## src/rtl/i2c_reg_sequencer_if.sv

```systemverilog
// Bundle between the register sequencer, its command source and the I2C byte master.
// cmd: transfer when cmd_valid && cmd_ready; rsp_valid is a one-cycle pulse with no back-pressure.
interface i2c_reg_sequencer_if;
  logic       cmd_valid;
  logic       cmd_ready;
  logic       cmd_rw;
  logic [7:0] cmd_reg;
  logic [7:0] cmd_wdata;
  logic       rsp_valid;
  logic [7:0] rsp_rdata;
  logic       rsp_err;
  logic [6:0] m_address;
  logic [7:0] m_register;
  logic       m_mode;
  logic       m_en;
  logic       m_start;
  logic       m_stop;
  logic       m_repeat_start;
  logic       m_ack;
  logic [7:0] m_out;

  modport slave (
    input  cmd_valid, cmd_rw, cmd_reg, cmd_wdata, m_ack, m_out,
    output cmd_ready, rsp_valid, rsp_rdata, rsp_err,
           m_address, m_register, m_mode, m_en, m_start, m_stop, m_repeat_start
  );

  modport master (
    output cmd_valid, cmd_rw, cmd_reg, cmd_wdata, m_ack, m_out,
    input  cmd_ready, rsp_valid, rsp_rdata, rsp_err,
           m_address, m_register, m_mode, m_en, m_start, m_stop, m_repeat_start
  );
endinterface

```

## src/rtl/i2c_reg_sequencer.sv

```systemverilog
// Single-register write/read sequencer driving an I2C byte master; advances on the
// master's per-byte ack pulses and aborts with rsp_err when an ack takes too long.
module i2c_reg_sequencer #(
  parameter logic [6:0]  DEV_ADDR = 7'h50,
  parameter int unsigned TIMEOUT  = 255
) (
  input  logic                      sys_clk,
  input  logic                      reset,
  i2c_reg_sequencer_if.slave        bus,
  output logic [2:0]                dbg_state_o
);

  typedef enum logic [2:0] {
    IDLE, W_ADDR, W_PTR, W_DATA, R_RS, R_ADDR, R_DATA, DONE
  } state_e;

  localparam logic [7:0] TIMEOUT_C = 8'(TIMEOUT);

  state_e     state_q, state_d;
  logic [7:0] cnt_q, cnt_d;
  logic       rw_q, rw_d;
  logic [7:0] wdata_q, wdata_d;
  logic       rd_pend_q, rd_pend_d;
  logic       cmd_ready_q, cmd_ready_d;
  logic       rsp_valid_q, rsp_valid_d;
  logic       rsp_err_q, rsp_err_d;
  logic [7:0] rsp_rdata_q, rsp_rdata_d;
  logic [7:0] m_register_q, m_register_d;
  logic       m_mode_q, m_mode_d;
  logic       m_en_q, m_en_d;
  logic       m_start_q, m_start_d;
  logic       m_stop_q, m_stop_d;
  logic       m_rs_q, m_rs_d;
  logic       waiting;

  always_comb begin
    state_d      = state_q;
    cnt_d        = cnt_q;
    rw_d         = rw_q;
    wdata_d      = wdata_q;
    rd_pend_d    = rd_pend_q;
    rsp_valid_d  = 1'b0;
    rsp_err_d    = 1'b0;
    rsp_rdata_d  = rsp_rdata_q;
    m_register_d = m_register_q;
    m_mode_d     = m_mode_q;
    m_en_d       = m_en_q;
    m_start_d    = m_start_q;
    m_stop_d     = m_stop_q;
    m_rs_d       = m_rs_q;
    waiting      = 1'b0;

    case (state_q)
      IDLE: begin
        if (bus.cmd_valid && cmd_ready_q) begin
          rw_d         = bus.cmd_rw;
          wdata_d      = bus.cmd_wdata;
          m_register_d = bus.cmd_reg;
          m_mode_d     = 1'b0;
          m_en_d       = 1'b1;
          m_start_d    = 1'b1;
          cnt_d        = 8'd0;
          rd_pend_d    = 1'b0;
          state_d      = W_ADDR;
        end
      end
      W_ADDR: begin
        waiting = 1'b1;
        if (bus.m_ack) begin
          m_start_d = 1'b0;
          state_d   = W_PTR;
        end
      end
      W_PTR: begin
        waiting = 1'b1;
        if (bus.m_ack) begin
          if (rw_q) begin
            m_rs_d   = 1'b1;
            m_mode_d = 1'b1;
            state_d  = R_RS;
          end else begin
            m_register_d = wdata_q;
            m_stop_d     = 1'b1;
            state_d      = W_DATA;
          end
        end
      end
      W_DATA: begin
        waiting = 1'b1;
        if (bus.m_ack) begin
          rsp_valid_d = 1'b1;
          state_d     = DONE;
        end
      end
      R_RS: begin
        waiting = 1'b1;
        if (bus.m_ack) begin
          m_rs_d   = 1'b0;
          m_stop_d = 1'b1;
          state_d  = R_DATA;
        end
      end
      R_DATA: begin
        // The master's output byte settles one cycle after its final ack.
        if (rd_pend_q) begin
          rd_pend_d   = 1'b0;
          rsp_rdata_d = bus.m_out;
          rsp_valid_d = 1'b1;
          state_d     = DONE;
        end else begin
          waiting = 1'b1;
          if (bus.m_ack) rd_pend_d = 1'b1;
        end
      end
      DONE: begin
        m_en_d    = 1'b0;
        m_start_d = 1'b0;
        m_stop_d  = 1'b0;
        m_rs_d    = 1'b0;
        cnt_d     = 8'd0;
        state_d   = IDLE;
      end
      default: state_d = IDLE;
    endcase

    // An ack in the same cycle as expiry takes priority over the abort.
    if (waiting) begin
      if (bus.m_ack) begin
        cnt_d = 8'd0;
      end else begin
        cnt_d = cnt_q + 8'd1;
        if (cnt_d == TIMEOUT_C) begin
          m_stop_d    = 1'b1;
          rsp_valid_d = 1'b1;
          rsp_err_d   = 1'b1;
          rd_pend_d   = 1'b0;
          state_d     = DONE;
        end
      end
    end

    cmd_ready_d = (state_d == IDLE);
  end

  always_ff @(posedge sys_clk) begin
    if (reset) begin
      state_q      <= IDLE;
      cnt_q        <= 8'd0;
      rw_q         <= 1'b0;
      wdata_q      <= 8'h00;
      rd_pend_q    <= 1'b0;
      cmd_ready_q  <= 1'b0;
      rsp_valid_q  <= 1'b0;
      rsp_err_q    <= 1'b0;
      rsp_rdata_q  <= 8'h00;
      m_register_q <= 8'h00;
      m_mode_q     <= 1'b0;
      m_en_q       <= 1'b0;
      m_start_q    <= 1'b0;
      m_stop_q     <= 1'b0;
      m_rs_q       <= 1'b0;
    end else begin
      state_q      <= state_d;
      cnt_q        <= cnt_d;
      rw_q         <= rw_d;
      wdata_q      <= wdata_d;
      rd_pend_q    <= rd_pend_d;
      cmd_ready_q  <= cmd_ready_d;
      rsp_valid_q  <= rsp_valid_d;
      rsp_err_q    <= rsp_err_d;
      rsp_rdata_q  <= rsp_rdata_d;
      m_register_q <= m_register_d;
      m_mode_q     <= m_mode_d;
      m_en_q       <= m_en_d;
      m_start_q    <= m_start_d;
      m_stop_q     <= m_stop_d;
      m_rs_q       <= m_rs_d;
    end
  end

  assign bus.cmd_ready      = cmd_ready_q;
  assign bus.rsp_valid      = rsp_valid_q;
  assign bus.rsp_err        = rsp_err_q;
  assign bus.rsp_rdata      = rsp_rdata_q;
  assign bus.m_address      = DEV_ADDR;
  assign bus.m_register     = m_register_q;
  assign bus.m_mode         = m_mode_q;
  assign bus.m_en           = m_en_q;
  assign bus.m_start        = m_start_q;
  assign bus.m_stop         = m_stop_q;
  assign bus.m_repeat_start = m_rs_q;
  assign dbg_state_o        = state_q;

endmodule

```

## src/flat_wrapper.sv

```systemverilog
// flat-port wrapper written by rule: the top's interface ports become plain ports
module i2c_reg_sequencer_flat 
#(
  parameter logic [6:0]  DEV_ADDR = 7'h50,
  parameter int unsigned TIMEOUT  = 255
)
  (sys_clk, reset, dbg_state_o, bus_cmd_valid, bus_cmd_rw, bus_cmd_reg, bus_cmd_wdata, bus_m_ack, bus_m_out, bus_cmd_ready, bus_rsp_valid, bus_rsp_rdata, bus_rsp_err, bus_m_address, bus_m_register, bus_m_mode, bus_m_en, bus_m_start, bus_m_stop, bus_m_repeat_start);
  i2c_reg_sequencer_if bus_i ();
  input  logic sys_clk;
  input  logic reset;
  output logic [2:0] dbg_state_o;
  input wire logic [$bits(bus_i.cmd_valid)-1:0] bus_cmd_valid;
  input wire logic [$bits(bus_i.cmd_rw)-1:0] bus_cmd_rw;
  input wire logic [$bits(bus_i.cmd_reg)-1:0] bus_cmd_reg;
  input wire logic [$bits(bus_i.cmd_wdata)-1:0] bus_cmd_wdata;
  input wire logic [$bits(bus_i.m_ack)-1:0] bus_m_ack;
  input wire logic [$bits(bus_i.m_out)-1:0] bus_m_out;
  output wire logic [$bits(bus_i.cmd_ready)-1:0] bus_cmd_ready;
  output wire logic [$bits(bus_i.rsp_valid)-1:0] bus_rsp_valid;
  output wire logic [$bits(bus_i.rsp_rdata)-1:0] bus_rsp_rdata;
  output wire logic [$bits(bus_i.rsp_err)-1:0] bus_rsp_err;
  output wire logic [$bits(bus_i.m_address)-1:0] bus_m_address;
  output wire logic [$bits(bus_i.m_register)-1:0] bus_m_register;
  output wire logic [$bits(bus_i.m_mode)-1:0] bus_m_mode;
  output wire logic [$bits(bus_i.m_en)-1:0] bus_m_en;
  output wire logic [$bits(bus_i.m_start)-1:0] bus_m_start;
  output wire logic [$bits(bus_i.m_stop)-1:0] bus_m_stop;
  output wire logic [$bits(bus_i.m_repeat_start)-1:0] bus_m_repeat_start;
  assign bus_i.cmd_valid = bus_cmd_valid;
  assign bus_i.cmd_rw = bus_cmd_rw;
  assign bus_i.cmd_reg = bus_cmd_reg;
  assign bus_i.cmd_wdata = bus_cmd_wdata;
  assign bus_i.m_ack = bus_m_ack;
  assign bus_i.m_out = bus_m_out;
  assign bus_cmd_ready = bus_i.cmd_ready;
  assign bus_rsp_valid = bus_i.rsp_valid;
  assign bus_rsp_rdata = bus_i.rsp_rdata;
  assign bus_rsp_err = bus_i.rsp_err;
  assign bus_m_address = bus_i.m_address;
  assign bus_m_register = bus_i.m_register;
  assign bus_m_mode = bus_i.m_mode;
  assign bus_m_en = bus_i.m_en;
  assign bus_m_start = bus_i.m_start;
  assign bus_m_stop = bus_i.m_stop;
  assign bus_m_repeat_start = bus_i.m_repeat_start;
  i2c_reg_sequencer #(.DEV_ADDR(DEV_ADDR), .TIMEOUT(TIMEOUT)) u_core (.sys_clk(sys_clk), .reset(reset), .bus(bus_i), .dbg_state_o(dbg_state_o));
endmodule
```

## config.mk

```make
export PLATFORM = sky130hd
export DESIGN_NAME = i2c_reg_sequencer_flat
export DESIGN_NICKNAME = d
export VERILOG_FILES = /design/src/rtl/i2c_reg_sequencer_if.sv /design/src/rtl/i2c_reg_sequencer.sv /design/src/flat_wrapper.sv
export SDC_FILE = /design/constraint.sdc
export NUM_CORES = 1
export LEC_CHECK = 0
export ABC_CLOCK_PERIOD_IN_PS = 2300
export CAP_MARGIN = 40
export CORE_UTILIZATION = 50
export CTS_CLUSTER_DIAMETER = 80
export CTS_CLUSTER_SIZE = 25
export DETAILED_ROUTE_END_ITERATION = 8
export GPL_TIMING_DRIVEN = 0
export HOLD_SLACK_MARGIN = 0.05
export PLACE_DENSITY = 0.83
export SETUP_SLACK_MARGIN = 0.3
export SLEW_MARGIN = 20
export SYNTH_ARGS = -nofsm -noshare
export SYNTH_HDL_FRONTEND = slang
export SYNTH_SLANG_ARGS = --single-unit
```

## constraint.sdc

```tcl
create_clock -name sys_clk -period 2.3 [get_ports sys_clk]
set_input_delay 0.345 -clock sys_clk [delete_from_list [all_inputs] [get_ports sys_clk]]
set_output_delay 0.345 -clock sys_clk [all_outputs]
set_load 0.1 [all_outputs]
```

# Yosys cells after proc, flatten, opt, wreduce, memory -nomap -nowiden
# Cells that the tools add are included.
# W data, S select, Z words.
[word_totals]
ff_bits = 45
input_bits = 29
output_inout_bits = 34
wordCells = 99
[classes]
add_sub_neg = 1
n_eq_ne = 14
muxes = 50
bitwise = 1
n_reduce_logical = 18
[op_table]
columns = ["op", "count"]
rows = [
  ["$mux W8", 6],
  ["$pmux W8 S2", 2],
  ["$mux W3", 10],
  ["$mux W1", 23],
  ["$pmux W3 S6", 1],
  ["$reduce_and A4 Y1", 3],
  ["$pmux W1 S2", 5],
  ["$eq A3 B3 Y1 const B", 3],
  ["$pmux W1 S3", 3],
  ["$reduce_bool A3 Y1", 3],
  ["$add A8 B1 Y8 const B", 1],
  ["$eq A8 B8 Y1 const B", 1],
  ["$ne A2 B2 Y1 const B", 4],
  ["$reduce_and A2 Y1", 4],
  ["$eq A3 B2 Y1 const B", 2],
  ["$logic_not A3 Y1", 2],
  ["$ne A2 B1 Y1 const B", 2],
  ["$reduce_bool A2 Y1", 2],
  ["$reduce_or A4 Y1", 1],
  ["$eq A3 B1 Y1 const B", 1],
  ["$ne A3 B1 Y1 const B", 1],
  ["$reduce_and A3 Y1", 1],
  ["$reduce_or A3 Y1", 1],
  ["$logic_and A1 B1 Y1", 1],
  ["$not A1 Y1", 1],
]

# Logic depth before layout (Yosys ltp)
[logic_depth]
ltp_word = 7
depth_mapped = 7

# Worst setup path before layout
# OpenSTA, ideal clock, no wires.
[synth_timing]
kind = "reg-to-reg"
startpoint = "register u_core.state_q[1], in the netlist u_core.dbg_state_o[1]"
endpoint = "register u_core.m_register_q[3], in the netlist u_core.bus.m_register[3]"
setup_time_ps = 91
arrival_ps = 2158
slack_ps = 51
path_stages_with_launch = 7
period_less_slack_ps = 2249
cell_sequence = "dfxtp_1 nor3b_2 buf_6 a32o_4 buf_6 a21oi_1 a311oi_1"
[synth_via]
elab_chain_cells = 3
word_cells_on_any_way = 8
cone_classes = "eq/ne (4); mux (1); reduce/logical (3)"
[synth_rtl]
columns = ["element", "line_no", "rtl"]
rows = [
  ["start, declared", "i2c_reg_sequencer.sv:19", "state_e state_q, state_d;"],
  ["start signal, assigned", "i2c_reg_sequencer.sv:163", "state_q <= state_d;"],
  ["$eq A3 B2 Y1 / $logic_not A3 Y1 (equally long branches)", "i2c_reg_sequencer.sv:53", "case (state_q)"],
  ["$ne A2 B2 Y1 (no source line), or another cell as far along", "n/a", ""],
  ["$reduce_and A4 Y1 (no source line)", "n/a", ""],
  ["end signal, assigned", "i2c_reg_sequencer.sv:172", "m_register_q <= m_register_d;"],
  ["end, declared", "i2c_reg_sequencer.sv:28", "logic [7:0] m_register_q, m_register_d;"],
]
# Several ways; a longest one is shown, not always the timed one.
# A chain may end at the register's enable or synchronous reset.

# Worst setup path in the final report
[layout_timing]
startpoint = "register u_core.cmd_ready_q, in the netlist u_core.bus.cmd_ready"
endpoint = "output port bus_cmd_ready"
[layout_rtl]
columns = ["element", "line_no", "rtl"]
rows = [
  ["start, declared", "i2c_reg_sequencer.sv:24", "logic cmd_ready_q, cmd_ready_d;"],
  ["start signal, assigned", "i2c_reg_sequencer.sv:168", "cmd_ready_q <= cmd_ready_d;"],
  ["end, declared", "flat_wrapper.sv:18", "output wire logic [$bits(bus_i.cmd_ready)-1:0] bus_cmd_ready;"],
]
# No word-level cell between the ends.

==> out/summary.log <==
[run_status] outcome completed
[synth] mean cell area of the mapped netlist 8.53 µm²
[drt] detailed-route via count 2332
[final_layout] Synth-to-Final Area Change 50.5%
[global_routing] vias in the first global route 2375
[critical_path] critical path, cell by cell clkdlybuf4s50_1 > buf_8
[floorplan] row cnt 24
[timing] number of endpoints failing setup at the final stage 0
[critical_path] launching point of the worst reg2reg path u_core.dbg_state_o[2]$_SDFF_PP0_
[run] number of maximum-capacitance constraint violations 0
[clock_network] # hold bufs at CTS 0
[hold_path] hold path startpoint u_core.bus.rsp_rdata[7]$_SDFFE_PP0P_
[final_layout] filler instances 285
[timing] number of hold violations in the final report 0
[synth] most instantiated flip-flop cell in the synthesis netlist sky130_fd_sc_hd__dfxtp_1
[synth] Seq/Total Area, Yosys 0.396
[critical_path] library cell contributing the largest single delay on the critical path sky130_fd_sc_hd__clkdlybuf4s50_1
[hold_path] worst min path class flip-flop to flip-flop
[power] Pwr Density 619 nW/µm²
[clock_network] buffer levels on the longest clock path 2
[drt] number of iterations in the first detailed-routing pass 4
[floorplan] area of the core 4350 µm²
[critical_path] kind of end point of the critical path primary output
[synth] fraction of registers with async set or reset after synthesis 0
[synth] largest area contributor in the synthesized netlist sky130_fd_sc_hd__dfxtp_1
[power] Pint 1.41 mW
[power] net switching fraction of the power 0.334
[critical_path] category of the critical setup timing path flip-flop to primary output
[critical_path] maximum fanout along the worst path 6
[clock_network] # H-tree levels 2
[floorplan] Initial Util 0.523
[timing] setup total negative slack 0 ns
[clock_network] Clk Tree Root Cell sky130_fd_sc_hd__clkbuf_8
[timing] Max Clock Skew 0.00738 ns
[floorplan] die width 69.5 µm
[synth] synthesis warning total 0
[clock_network] Post-CTS Resized 0
[drt] remaining antenna violation count after routing 0
[drt] residual DRC count 0
[timing] Slew headroom 0.603
[timing] Min Hold Slack 0.461 ns
[global_routing] wire length of the first global-routing pass 10.7 mm
[floorplan] floorplan die area 4830 µm²
[timing] slew at the pin closest to its max-slew limit 0.596 ns
[clock_network] CTS tree built
[timing] setup repair after global routing missed its margin false
[clock_network] clock input transition at the sequential cells of the worst setup and hold paths 0.09 ns
[synth] post-synthesis cell count 267
[final_layout] total number of nets in the final design 391
[clock_network] clock network latency to the later pin of the worst-skew pair 0.30 ns
[power] worst vdd ir 0.525 mV
[final_layout] number of antenna diodes 0
[power] Switching Power 0.708 mW
[clock_network] total CTS buffers 5
[synth] synth top area cells sky130_fd_sc_hd__dfxtp_1 40%, sky130_fd_sc_hd__a21oi_1 8.1%, sky130_fd_sc_hd__nand2_1 7.4%
[place] number of buffers inserted by port buffering 54
[synth] number of register bits inferred by synthesis 45
[final_layout] post-route cell area 3430 µm²
[global_routing] maximum number of pins on one net before global-route repair 14
[floorplan] # IOs 63
[drt] vias per cell 5.65
[drt] routed len/inst 15.3 µm
[critical_path] Critical Path Start Type flip-flop
[clock_network] buffer count from post-CTS setup fixing 0
[drt] final WL 6.30 mm
[power] leakage power 1.26 nW
[global_routing] combined global-route utilization of all metal layers 0.278
[power] part of the power in registers 0.399
[timing] highest clock frequency the design can meet 537 MHz
[synth] post-synthesis instance area 2280 µm²
[final_layout] share of final-layout standard cells stronger than drive strength 1 0.166
[global_routing] GRT Residual Overflow 0
[timing] final worst path period need 1.86 ns
[drt] Initial DRC Count 149
[final_layout] highest-count cells in the layout ignoring fill and taps 54 x sky130_fd_sc_hd__clkdlybuf4s50_1, 45 x sky130_fd_sc_hd__nand2_1, 42 x sky130_fd_sc_hd__dfxtp_1, 37 x sky130_fd_sc_hd__a21oi_1, 27 x sky130_fd_sc_hd__buf_8
[final_layout] leading cell type in the layout, fill and taps excluded sky130_fd_sc_hd__clkdlybuf4s50_1
[critical_path] critical path's largest stage delay 0.56 ns
[critical_path] launching element of the worst setup path u_core.bus.cmd_ready$_SDFF_PP0_
[critical_path] arrival time worst endpoint 1.52 ns
[synth] number of synthesized flops with an enable pin 0
[timing] post-route clock period utilization 0.810
[floorplan] die span in y 69.5 µm
[synth] top cell type's share of synthesized area 0.396
[synth] post-synthesis cell type count 52
[place] cell area after placement 3310 µm²
[place] total half-perimeter wirelength after legalization and detailed placement 4.66 mm
[power] clock network fraction of design power 0.297
[place] routability congestion estimate from global placement 0.838
[power] fraction of power consumed by combinational cells 0.304
[global_routing] initial antenna violation count 0
[clock_network] clk sink count 45
[timing] fin. max-slew vios 0
[critical_path] Worst Path Required 1.96 ns
## synthesized netlist by cell type, types with 2 or more instances
| cell type | n |
|---|---|
| sky130_fd_sc_hd__o21bai_1 | 2 |
| sky130_fd_sc_hd__and2_1 | 3 |
| sky130_fd_sc_hd__dfxtp_1 | 45 |
| sky130_fd_sc_hd__nor2b_1 | 6 |
| sky130_fd_sc_hd__inv_1 | 2 |
| sky130_fd_sc_hd__o22ai_1 | 2 |
| sky130_fd_sc_hd__nor3_1 | 3 |
| sky130_fd_sc_hd__or2b_1 | 3 |
| sky130_fd_sc_hd__clkbuf_1 | 11 |
| sky130_fd_sc_hd__ha_1 | 2 |
| sky130_fd_sc_hd__mux2i_1 | 8 |
| sky130_fd_sc_hd__o21ai_0 | 12 |
| sky130_fd_sc_hd__buf_6 | 4 |
| sky130_fd_sc_hd__buf_2 | 3 |
| sky130_fd_sc_hd__conb_1 | 2 |
| sky130_fd_sc_hd__a21boi_0 | 2 |
| sky130_fd_sc_hd__a2bb2oi_1 | 2 |
| sky130_fd_sc_hd__a31oi_1 | 4 |
| sky130_fd_sc_hd__nor2_1 | 8 |
| sky130_fd_sc_hd__or3b_1 | 2 |
| sky130_fd_sc_hd__nand2b_1 | 2 |
| sky130_fd_sc_hd__nand3_1 | 6 |
| sky130_fd_sc_hd__and3_1 | 4 |
| sky130_fd_sc_hd__nand2_1 | 45 |
| sky130_fd_sc_hd__a311oi_1 | 12 |
| sky130_fd_sc_hd__xnor2_1 | 2 |
| sky130_fd_sc_hd__a21oi_1 | 37 |
| sky130_fd_sc_hd__buf_4 | 9 |
## layer usage
layer / track usage / vias up / wire, µm
li1: - / 1129 / -
met1: 0.317 / 1115 / 2650
met2: 0.493 / 72 / 3260
met3: 0.0596 / 16 / 245
met4: 0.127 / 0 / 150
met5: 0 / - / 0
## power by group through the flow
stage          combinational, mW  clock (mW)  sequential, mW
3_3_place_gp               0.547           0           0.861
3_5_place_dp               0.642           0           0.864
5_1_grt                    0.675       0.673           0.851
4_1_cts                    0.645       0.633           0.846
2_1_floorplan              0.214           0            1.06
6_report                   0.645       0.629           0.847
## cells by family (layout without fill, tap and decap cells)
| kind of cell | count (synthesis) | in the layout | synth area share |
|---|---|---|---|
| XOR/XNOR | 2 | 2 | 0.00769 |
| adder cells (fa/ha/maj) | 2 | 2 | 0.0110 |
| flip-flops | 45 | 45 | 0.396 |
| multiplexers | 8 | 8 | 0.0352 |
| AND/OR/NAND/NOR | 92 | 92 | 0.216 |
| other | 2 | 7 | 0.00330 |
| AO/OA/AOI/OAI | 87 | 87 | 0.253 |
| buffers and inverters | 29 | 118 | 0.0775 |
## layout make-up
cell class                 count  area (µm²)  area share
timing repair buffer          81         946       0.276
clock inverter                 1        30.0     0.00876
tap                           52        65.1      0.0190
multi-input combinational    198        1220       0.356
buffer                        27         169      0.0493
inverter                       2        7.51     0.00219
sequential                    45         905       0.264
clock buffer                   7        86.3      0.0252
## state kept, by name, summed over array words and instances, names as in the netlist
register,flops
u_core.bus.rsp_err,1
u_core.cnt_q,8
u_core.wdata_q,8
u_core.bus.m_repeat_start,1
u_core.rw_q,1
u_core.bus.rsp_rdata,8
u_core.bus.m_start,1
u_core.bus.m_register,8
u_core.bus.rsp_valid,1
u_core.bus.m_mode,1
u_core.dbg_state_o,3
u_core.bus.cmd_ready,1
u_core.bus.m_en,1
u_core.bus.m_stop,1
u_core.rd_pend_q,1
## critical path, delay by kind of cell (launching register included)
kind	cells	cell delay, ns
buffers and inverters	2	0.76
flip-flops	1	0.44
## per-stage QoR
| step | cells | setup WS, ns | util | power, mW |
|---|---|---|---|---|
| 4_1_cts | 413 | 0.441 | 0.787 | 2.12 |
| 3_3_place_gp | 378 | 0.283 | 0.667 | 1.41 |
| 6_report | 413 | 0.437 | 0.787 | 2.12 |
| 2_1_floorplan | 272 | 0.373 | - | 1.27 |
| 3_5_place_dp | 405 | 0.215 | 0.760 | 1.51 |
| 5_1_grt | 413 | 0.375 | 0.787 | 2.20 |
## path summary, 6_finish.rpt
| path | cells after the start | to | slack [ns] |
|---|---|---|---|
| worst max register to register | 5 | u_core.rd_pend_q$_SDFF_PP0_ | 0.51 |
| worst min-delay path | 2 | u_core.bus.rsp_rdata[7]$_SDFFE_PP0P_ | 0.46 |
| worst min register to register | 2 | u_core.bus.rsp_rdata[7]$_SDFFE_PP0P_ | 0.46 |
| worst max-delay path | 2 | bus_cmd_ready | 0.44 |
(Power assumes the default switching activity.)
